### config.mk
export PLATFORM = sky130hd
export DESIGN_NAME = conv_tile_ctrl
export DESIGN_NICKNAME = d
export VERILOG_FILES = /design/src/rtl/conv_tile_ctrl.sv
export SDC_FILE = /design/constraint.sdc
export NUM_CORES = 1
export LEC_CHECK = 0
export BUFFER_PORTS_ARGS = -buffer_cell sky130_fd_sc_hd__buf_2
export CORE_MARGIN = 2
export CORE_UTILIZATION = 55
export CTS_BUF_LIST = sky130_fd_sc_hd__clkbuf_4 sky130_fd_sc_hd__clkbuf_8
export DETAILED_ROUTE_END_ITERATION = 10
export GPL_TIMING_DRIVEN = 0
export PLACE_DENSITY = 0.94
export SYNTH_ARGS = -nofsm -noshare
export SYNTH_HDL_FRONTEND = slang
export SYNTH_SLANG_ARGS = --single-unit
### constraint.sdc
create_clock -name clk -period 2.9 [get_ports clk]
set_input_delay 0 -clock clk [delete_from_list [all_inputs] [get_ports clk]]
set_output_delay 0 -clock clk [all_outputs]
set_load 0.005 [all_outputs]
### src/rtl/conv_tile_ctrl.sv
// conv_tile_ctrl: address/strobe sequencer for the convolution PE array.
// Kernels load once per job; each tile then loads features, runs channels, drains and streams results.
module conv_tile_ctrl #(
  parameter int ROWS   = 64,
  parameter int KROWS  = 4,
  parameter int CO_MAX = 4,
  parameter int CI_MAX = 256,
  parameter int PE_LAT = 3,
  parameter int ACC_W  = 25,
  localparam int NOUT_MAX = (ROWS - KROWS + 1) * CO_MAX,
  localparam int WAW = $clog2(KROWS * CO_MAX),
  localparam int IAW = $clog2(ROWS),
  localparam int RSW = $clog2(NOUT_MAX)
) (
  input  logic             clk,
  input  logic             rst,
  input  logic             start_conv,
  input  logic [8:0]       cfg_ci,
  input  logic [1:0]       cfg_co,
  input  logic [7:0]       cfg_tiles,
  output logic             busy,
  output logic             err_cfg,
  output logic             read_W,
  input  logic             w_valid,
  output logic             w_we,
  output logic [WAW-1:0]   w_addr,
  output logic             read_I,
  input  logic             i_valid,
  output logic             i_we,
  output logic [IAW-1:0]   i_addr,
  output logic             pe_en,
  output logic             pe_first,
  output logic             pe_last,
  output logic [RSW-1:0]   res_sel,
  input  logic [ACC_W-1:0] res_data,
  output logic             write_o,
  input  logic             o_ready,
  output logic [ACC_W-1:0] Odata,
  output logic             end_conv
);

  localparam int CIW = (CI_MAX > 1) ? $clog2(CI_MAX) : 1;
  localparam int DW  = (PE_LAT > 1) ? $clog2(PE_LAT) : 1;

  localparam logic [2:0] S_IDLE    = 3'd0;
  localparam logic [2:0] S_LOAD_W  = 3'd1;
  localparam logic [2:0] S_LOAD_I  = 3'd2;
  localparam logic [2:0] S_COMPUTE = 3'd3;
  localparam logic [2:0] S_DRAIN   = 3'd4;
  localparam logic [2:0] S_WRITE   = 3'd5;
  localparam logic [2:0] S_DONE    = 3'd6;

  logic [2:0]     state_q, state_d;
  logic [WAW-1:0] wCnt_q, wCnt_d;
  logic [IAW-1:0] iCnt_q, iCnt_d;
  logic [CIW-1:0] ciCnt_q, ciCnt_d;
  logic [DW-1:0]  drCnt_q, drCnt_d;
  logic [RSW-1:0] oCnt_q, oCnt_d;
  logic [7:0]     tile_q, tile_d;
  logic [8:0]     cfgCi_q, cfgCi_d;
  logic [1:0]     cfgCo_q, cfgCo_d;
  logic [7:0]     cfgTiles_q, cfgTiles_d;
  logic           errCfg_q, errCfg_d;

  logic           cfgOk, ciLast;
  logic [WAW-1:0] wLast;
  logic [RSW-1:0] oLast;

  // Last-index values derive from the latched kernel count so mid-job cfg changes are harmless.
  assign cfgOk  = (cfg_ci != 9'd0) && (32'(cfg_ci) <= CI_MAX) && (cfg_tiles != 8'd0);
  assign wLast  = WAW'((32'(cfgCo_q) + 1) * KROWS - 1);
  assign oLast  = RSW'((32'(cfgCo_q) + 1) * (ROWS - KROWS + 1) - 1);
  assign ciLast = (9'(ciCnt_q) == (cfgCi_q - 9'd1));

  assign busy     = (state_q != S_IDLE);
  assign err_cfg  = errCfg_q;
  assign read_W   = (state_q == S_LOAD_W);
  assign w_we     = read_W & w_valid;
  assign w_addr   = wCnt_q;
  assign read_I   = (state_q == S_LOAD_I);
  assign i_we     = read_I & i_valid;
  assign i_addr   = iCnt_q;
  assign pe_en    = (state_q == S_COMPUTE);
  assign pe_first = pe_en && (ciCnt_q == '0);
  assign pe_last  = pe_en && ciLast;
  assign write_o  = (state_q == S_WRITE);
  assign res_sel  = oCnt_q;
  assign Odata    = res_data;
  assign end_conv = (state_q == S_DONE);

  // Each counter returns to zero on the transition that leaves its state.
  always_comb begin
    state_d    = state_q;
    wCnt_d     = wCnt_q;
    iCnt_d     = iCnt_q;
    ciCnt_d    = ciCnt_q;
    drCnt_d    = drCnt_q;
    oCnt_d     = oCnt_q;
    tile_d     = tile_q;
    cfgCi_d    = cfgCi_q;
    cfgCo_d    = cfgCo_q;
    cfgTiles_d = cfgTiles_q;
    errCfg_d   = 1'b0;
    case (state_q)
      S_IDLE: begin
        if (start_conv) begin
          if (cfgOk) begin
            state_d    = S_LOAD_W;
            cfgCi_d    = cfg_ci;
            cfgCo_d    = cfg_co;
            cfgTiles_d = cfg_tiles;
            tile_d     = '0;
          end else begin
            errCfg_d = 1'b1;
          end
        end
      end
      S_LOAD_W: begin
        if (w_we) begin
          if (wCnt_q == wLast) begin
            wCnt_d  = '0;
            state_d = S_LOAD_I;
          end else begin
            wCnt_d = wCnt_q + 1'b1;
          end
        end
      end
      S_LOAD_I: begin
        if (i_we) begin
          if (iCnt_q == IAW'(ROWS - 1)) begin
            iCnt_d  = '0;
            state_d = S_COMPUTE;
          end else begin
            iCnt_d = iCnt_q + 1'b1;
          end
        end
      end
      S_COMPUTE: begin
        if (ciLast) begin
          ciCnt_d = '0;
          state_d = S_DRAIN;
        end else begin
          ciCnt_d = ciCnt_q + 1'b1;
        end
      end
      S_DRAIN: begin
        if (drCnt_q == DW'(PE_LAT - 1)) begin
          drCnt_d = '0;
          state_d = S_WRITE;
        end else begin
          drCnt_d = drCnt_q + 1'b1;
        end
      end
      S_WRITE: begin
        if (o_ready) begin
          if (oCnt_q == oLast) begin
            oCnt_d = '0;
            if (tile_q == (cfgTiles_q - 8'd1)) begin
              tile_d  = '0;
              state_d = S_DONE;
            end else begin
              tile_d  = tile_q + 8'd1;
              state_d = S_LOAD_I;
            end
          end else begin
            oCnt_d = oCnt_q + 1'b1;
          end
        end
      end
      S_DONE:  state_d = S_IDLE;
      default: state_d = S_IDLE;
    endcase
  end

  always_ff @(posedge clk or posedge rst) begin
    if (rst) begin
      state_q    <= S_IDLE;
      wCnt_q     <= '0;
      iCnt_q     <= '0;
      ciCnt_q    <= '0;
      drCnt_q    <= '0;
      oCnt_q     <= '0;
      tile_q     <= '0;
      cfgCi_q    <= '0;
      cfgCo_q    <= '0;
      cfgTiles_q <= '0;
      errCfg_q   <= 1'b0;
    end else begin
      state_q    <= state_d;
      wCnt_q     <= wCnt_d;
      iCnt_q     <= iCnt_d;
      ciCnt_q    <= ciCnt_d;
      drCnt_q    <= drCnt_d;
      oCnt_q     <= oCnt_d;
      tile_q     <= tile_d;
      cfgCi_q    <= cfgCi_d;
      cfgCo_q    <= cfgCo_d;
      cfgTiles_q <= cfgTiles_d;
      errCfg_q   <= errCfg_d;
    end
  end

endmodule

==> metrics, run 1 <==
Post-CTS Setup Inserts 0; IO Port Bufs 78; pwr/cell area 838.6 nW/um2; area leader, netlist dfrtp_1; Pre-Repair DR Iteration Count 4; DR top layer met4; DRT iter0 DRCs 221; worst endpoint data arrival time 2940 ps; Final Hold Fails 0; clk slew on worst S/H paths 70 ps; worst r2r src cfgCo_q[0]$_DFFE_PP0P_; CP Capture Type register; initial antenna violation count 0; first-pass GRT wire length 14,670 um; RSZ-0062 raised after global routing false; effective utilization at floorplan 57.36%; XOR/XNOR Fraction of Synth Area 8.174%; GRT Residual Overflow 0; HP Class in -> reg; Yosys cell types 60; Slew Limit Fails 0; CP Cell Sequence inv_1 > ha_1 > ha_1 > xnor2_1 > o211ai_1 > or3_1 > o21ai_1 > nor3b_1 > a21o_1; cts bufs inserted 9; min Tclk post-route 2691 ps; largest family of logic cells by synthesized area simple AND/OR/NAND/NOR gates; top post-synthesis cells by area dfrtp_1, mux2_2, xnor2_1; highest-delay cell along the critical path dfrtp_2; total power 0.004088 W; commonest non-fill, non-tap cell in the layout buf_2; post-DR wirelength/cell 14.92 um; Layout Skew 7.777 ps; syn nets 479; Syn Inst Count 414; nets 590; status complete, no violations; Via density 5.543; I/O pins 104; H-tree levels 3; worst vdd ir 534.9 uV; Synth Area in Compound Gates 14.78%; Crit Path Class reg -> reg; CTS tree done; Clock Path Buffers 2; pin count of the biggest net entering global routing 41; register area share after synthesis 37.68%; flops & latches, synth 59; adder-cell share of the synthesized area 4.789%; fmax 371.6 MHz; drc violations 0; synthesized area per cell 9.466 um2; Critical Path Fanout Max 9; routed wl met3 530 um; Ys Warns 0; synthesized area 3919 um2; # diodes 0; GRT Util Overall 24.59%; CTS Root Cell clkbuf_8; # rows 30; worst reg-to-reg setup slack 210 ps; most used cell, CP ha_1; mux cell area share after synthesis 6.897%; Skew-Pair Late Insertion Delay 350 ps; Worst Tran Pin Value 629.8 ps; post-synthesis async set-or-reset flop share 100.0%; worst hold start w_valid; crit-path max cell delay 460 ps; met1 wire length 3876 um; via count 3,470; commonest non-fill, non-tap cells in the layout buf_2, dfrtp_1, nand2_1, buf_4, nor2_1; ANT nets after route 0; Die X-Extent 88.41 um; Lkg Pwr 2.278 nW; slew margin rel. 57.69%; area delta synth->final 24.39%; Post-Synth Simple-Gate Area 18.68%; Die Height 88.41 um; post-synth top area share 37.68%; share of layout cells above drive strength 1 31.32%; pre-CTS setup slack -57.97 ps; startpoint types register; routability cong. 0.8852; worst endpoint required time 3150 ps; Core ar. 6832 um2; Final WS setup 208.9 ps; post-DP HPWL 6668 um; EDFF count, synth 0; total die area 7816 um2; final setup violation count 0; Main synth FF type dfrtp_1; Tcrit/Tclk final 92.80%; CTS sink cnt 59; critical path startpoint cfgCo_q[0]$_DFFE_PP0P_; max_cap viols 0; final wirelength 9339 um; Met2 Wirelength 4779 um; vias in the first global route 3,186
==> routing by layer <==
metal | global-route usage, % | up-vias
met3 | 6.437 | 15
met1 | 29.49 | 1664
li1 | - | 1683
met2 | 43.06 | 108
met4 | 8.127 | 0
met5 | 0 | -
==> cells by family after synthesis <==
| group | count (synthesis) |
|---|---|
| simple gates | 136 |
| compound gates | 79 |
| buf+inv | 66 |
| flops | 59 |
| xor+xnor | 35 |
| mux | 24 |
| fa+ha+maj | 15 |
==> area by class of cell <==
type                            count  area (um2)
Buffer                             39       249.0
Multi-Input combinational cell    289        2106
Sequential cell                    59        1478
Timing Repair Buffer              100       620.6
Clock buffer                       11       145.1
Fill cell                         516        1957
Tap cell                           96       120.1
Clock inverter                      5       52.55
Inverter                           27       103.9
==> cells in the mapped netlist, types with 3 or more instances <==
| cell | number |
|---|---|
| a21o_1 | 4 |
| a21oi_1 | 10 |
| a221o_1 | 7 |
| a31oi_1 | 6 |
| and3_1 | 9 |
| buf_2 | 4 |
| buf_4 | 26 |
| clkbuf_1 | 9 |
| dfrtp_1 | 59 |
| ha_1 | 15 |
| inv_1 | 25 |
| mux2_2 | 24 |
| nand2_1 | 29 |
| nand2b_1 | 5 |
| nand3_1 | 10 |
| nand4_1 | 6 |
| nor2_1 | 27 |
| nor3_1 | 19 |
| nor3b_1 | 4 |
| nor4_1 | 6 |
| nor4b_1 | 3 |
| o211ai_1 | 6 |
| o21a_1 | 3 |
| o21ai_0 | 19 |
| o2bb2ai_1 | 3 |
| or2_2 | 3 |
| or3_1 | 3 |
| xnor2_1 | 23 |
| xor2_1 | 11 |
==> per-stage QoR <==
stage          cells  cell area, um2  hold slack (ps)  util [%]  setup TNS, ps
2_1_floorplan    414            3919            80.82         -              0
3_3_place_gp     588            4429            166.8     64.84              0
3_5_place_dp     589            4449            31.32     65.13         -57.97
4_1_cts          626            4857            35.23     71.10              0
5_1_grt          626            4875            57.46     71.36              0
6_report         626            4875            47.22     71.36              0
==> final timing paths <==
check	end	depth (start not counted)
setup / recovery	res_sel[2]$_DFFE_PP0P_	9
hold / removal	w_addr[3]$_DFFE_PP0P_	4
setup reg to reg	res_sel[2]$_DFFE_PP0P_	9
hold reg to reg	i_addr[2]$_DFFE_PP0P_	1
max in group asynchronous	cfgCo_q[0]$_DFFE_PP0P_	4
min in group asynchronous	i_addr[4]$_DFFE_PP0P_	3
==> registers in the layout, indices dropped and copies added, names as in the netlist <==
name	flops
cfgCi_q	9
cfgTiles_q	8
ciCnt_q	8
res_sel	8
tile_q	8
i_addr	6
w_addr	4
state_q	3
cfgCo_q	2
drCnt_q	2
err_cfg	1
==> repair_timing <==
action	4_1_cts	5_1_grt
hold buffers	21	0
gates resized for setup	1	4
pin swaps	0	1
setup endpoints to repair	3	15
hold endpoints to repair	39	0
cloned	0	0
==> critical path, delay by kind of cell (launching register included) <==
| kind | cells | cell delay [ps] |
|---|---|---|
| buffers and inverters | 1 | 130 |
| AO/OA/AOI/OAI | 3 | 730 |
| AND/OR/NAND/NOR | 2 | 530 |
| adder cells (fa/ha/maj) | 2 | 600 |
| flip-flops | 1 | 460 |
| XOR/XNOR | 1 | 140 |
==> power breakdown <==
part           total, W  switching, W  leakage (nW)  internal, W
sequential      0.00143      0.000353         0.760      0.00108
clock          0.000760      0.000335         0.103     0.000425
combinational   0.00189      0.000974          1.41     0.000920
Power figures use the tool's default switching activity.
==> run 2, diff against run 1 <==
--- a/config.mk
+++ b/config.mk
@@ -11,6 +11,7 @@
 export CTS_BUF_LIST = sky130_fd_sc_hd__clkbuf_4 sky130_fd_sc_hd__clkbuf_8
 export DETAILED_ROUTE_END_ITERATION = 10
 export GPL_TIMING_DRIVEN = 0
+export HOLD_SLACK_MARGIN = 0.1
 export PLACE_DENSITY = 0.94
 export SYNTH_ARGS = -nofsm -noshare
 export SYNTH_HDL_FRONTEND = slang
==> metrics, run 2 (synthesis gave the netlist of run 1 again) <==
highest-delay cell along the critical path a2111oi_0; routability cong. 0.8852; pin count of the biggest net entering global routing 41; Core Util, Final 71.79%; Post-CTS Setup Inserts 0; post-DP HPWL 6668 um; Die X-Extent 88.41 um; routed wl met3 574 um; CTS Root Cell clkbuf_8; CP Cell Sequence inv_1 > ha_1 > clkbuf_1 > o21bai_1 > a2111oi_0 > a211o_1 > nand4_1 > inv_2 > buf_2; HP Class in -> out; # diodes 0; worst endpoint data arrival time 2710 ps; Die Height 88.41 um; pwr/cell area 833.8 nW/um2; total power 0.004090 W; max FFs per register 9; Skew-Pair Late Insertion Delay 350 ps; pre-CTS setup slack -57.97 ps; CTS tree done; worst vdd ir 534.3 uV; Via density 5.601; RSZ-0062 raised after global routing false; Crit Path Class reg -> out; footprint of the multi-input gates 2106 um2; Core ar. 6832 um2; IO Port Bufs 78; ANT nets after route 0; worst reg-to-reg setup slack 220 ps; CTS sink cnt 59; DRT iter0 DRCs 227; CP Capture Type output port; Met2 Wirelength 4830 um; Largest Register cfgCi_q; I/O pins 104; first-pass GRT wire length 14,750 um; share of layout cells above drive strength 1 31.14%; Slew Limit Fails 0; GRT Residual Overflow 0; Layout Skew 8.231 ps; Clock Path Buffers 2; clk slew on worst S/H paths 60 ps; crit-path max cell delay 500 ps; cell family with most CP delay compound AO/OA/AOI/OAI gates; GRT Util Overall 24.69%; commonest non-fill, non-tap cells in the layout buf_2, dfrtp_1, nand2_1, buf_4, nor2_1; area delta synth->final 25.16%; fmax 369.2 MHz; met1 wire length 3804 um; final setup violation count 0; drc violations 0; min Tclk post-route 2709 ps; WHS 165.2 ps; Final WS setup 191.3 ps; Lkg Pwr 2.293 nW; max_cap viols 0; vias in the first global route 3,203; Worst Tran Pin Value 623.1 ps; Pre-Repair DR Iteration Count 5; initial antenna violation count 0; DR top layer met4; commonest non-fill, non-tap cell in the layout buf_2; # rows 30; total die area 7816 um2; post-DR wirelength/cell 14.89 um; status complete, no violations; nets 593; H-tree levels 3; worst endpoint required time 2900 ps; effective utilization at floorplan 57.36%; placed inst area 4449 um2; cts bufs inserted 9; slew margin rel. 58.14%; final wirelength 9366 um; Critical Path Fanout Max 8; WP buf/inv 4; via count 3,523; # fillers 513; Final Hold Fails 0; startpoint types register; Finished Cell Area 4905 um2; Tcrit/Tclk final 93.40%; register area 1478 um2
run 2: area by class of cell:
type | count | share of cell area (%)
buffer | 39 | 5.077
sequential | 59 | 30.13
multi-input combinational | 289 | 42.93
tap | 96 | 2.449
clock buffer | 11 | 2.959
clock inverter | 5 | 1.071
timing repair buffer | 103 | 13.27
inverter | 27 | 2.117
run 2: report_power, final:
part           internal [W]  switching [W]  total (W)
sequential          0.00108       0.000353    0.00143
combinational      0.000923       0.000975    0.00190
clock              0.000425       0.000334   0.000759
total               0.00243        0.00166    0.00409
run 2: per-stage QoR:
step | cells | setup TNS (ps)
after floorplan | 414 | 0
after global placement | 588 | 0
after detailed placement | 589 | -57.97
after CTS | 629 | 0
after global routing | 629 | 0
final | 629 | 0
run 2: timing repair:
item	in CTS	in global routing
hold endpoints to repair	84	0
pin swaps	0	1
gates resized for setup	1	4
hold buffers	24	0
endpoints found under the setup margin	3	15
run 2: path summary, 6_finish.rpt:
| path | startpoint | end | cells after the start |
|---|---|---|---|
| max | cfgCi_q[0]$_DFFE_PP0P_ | pe_last | 9 |
| min | res_data[8] | Odata[8] | 2 |
| max reg2reg | cfgCo_q[1]$_DFFE_PP0P_ | res_sel[2]$_DFFE_PP0P_ | 9 |
| min reg2reg | i_addr[2]$_DFFE_PP0P_ | i_addr[2]$_DFFE_PP0P_ | 1 |
| max in group asynchronous | rst | cfgCo_q[0]$_DFFE_PP0P_ | 4 |
| min in group asynchronous | rst | i_addr[4]$_DFFE_PP0P_ | 3 |
run 2: routing by layer:
metal,vias up,global-route usage [%]
li1,1691,-
met4,0,8.127
met3,17,6.343
met2,131,43.54
met1,1684,29.43
met5,-,0
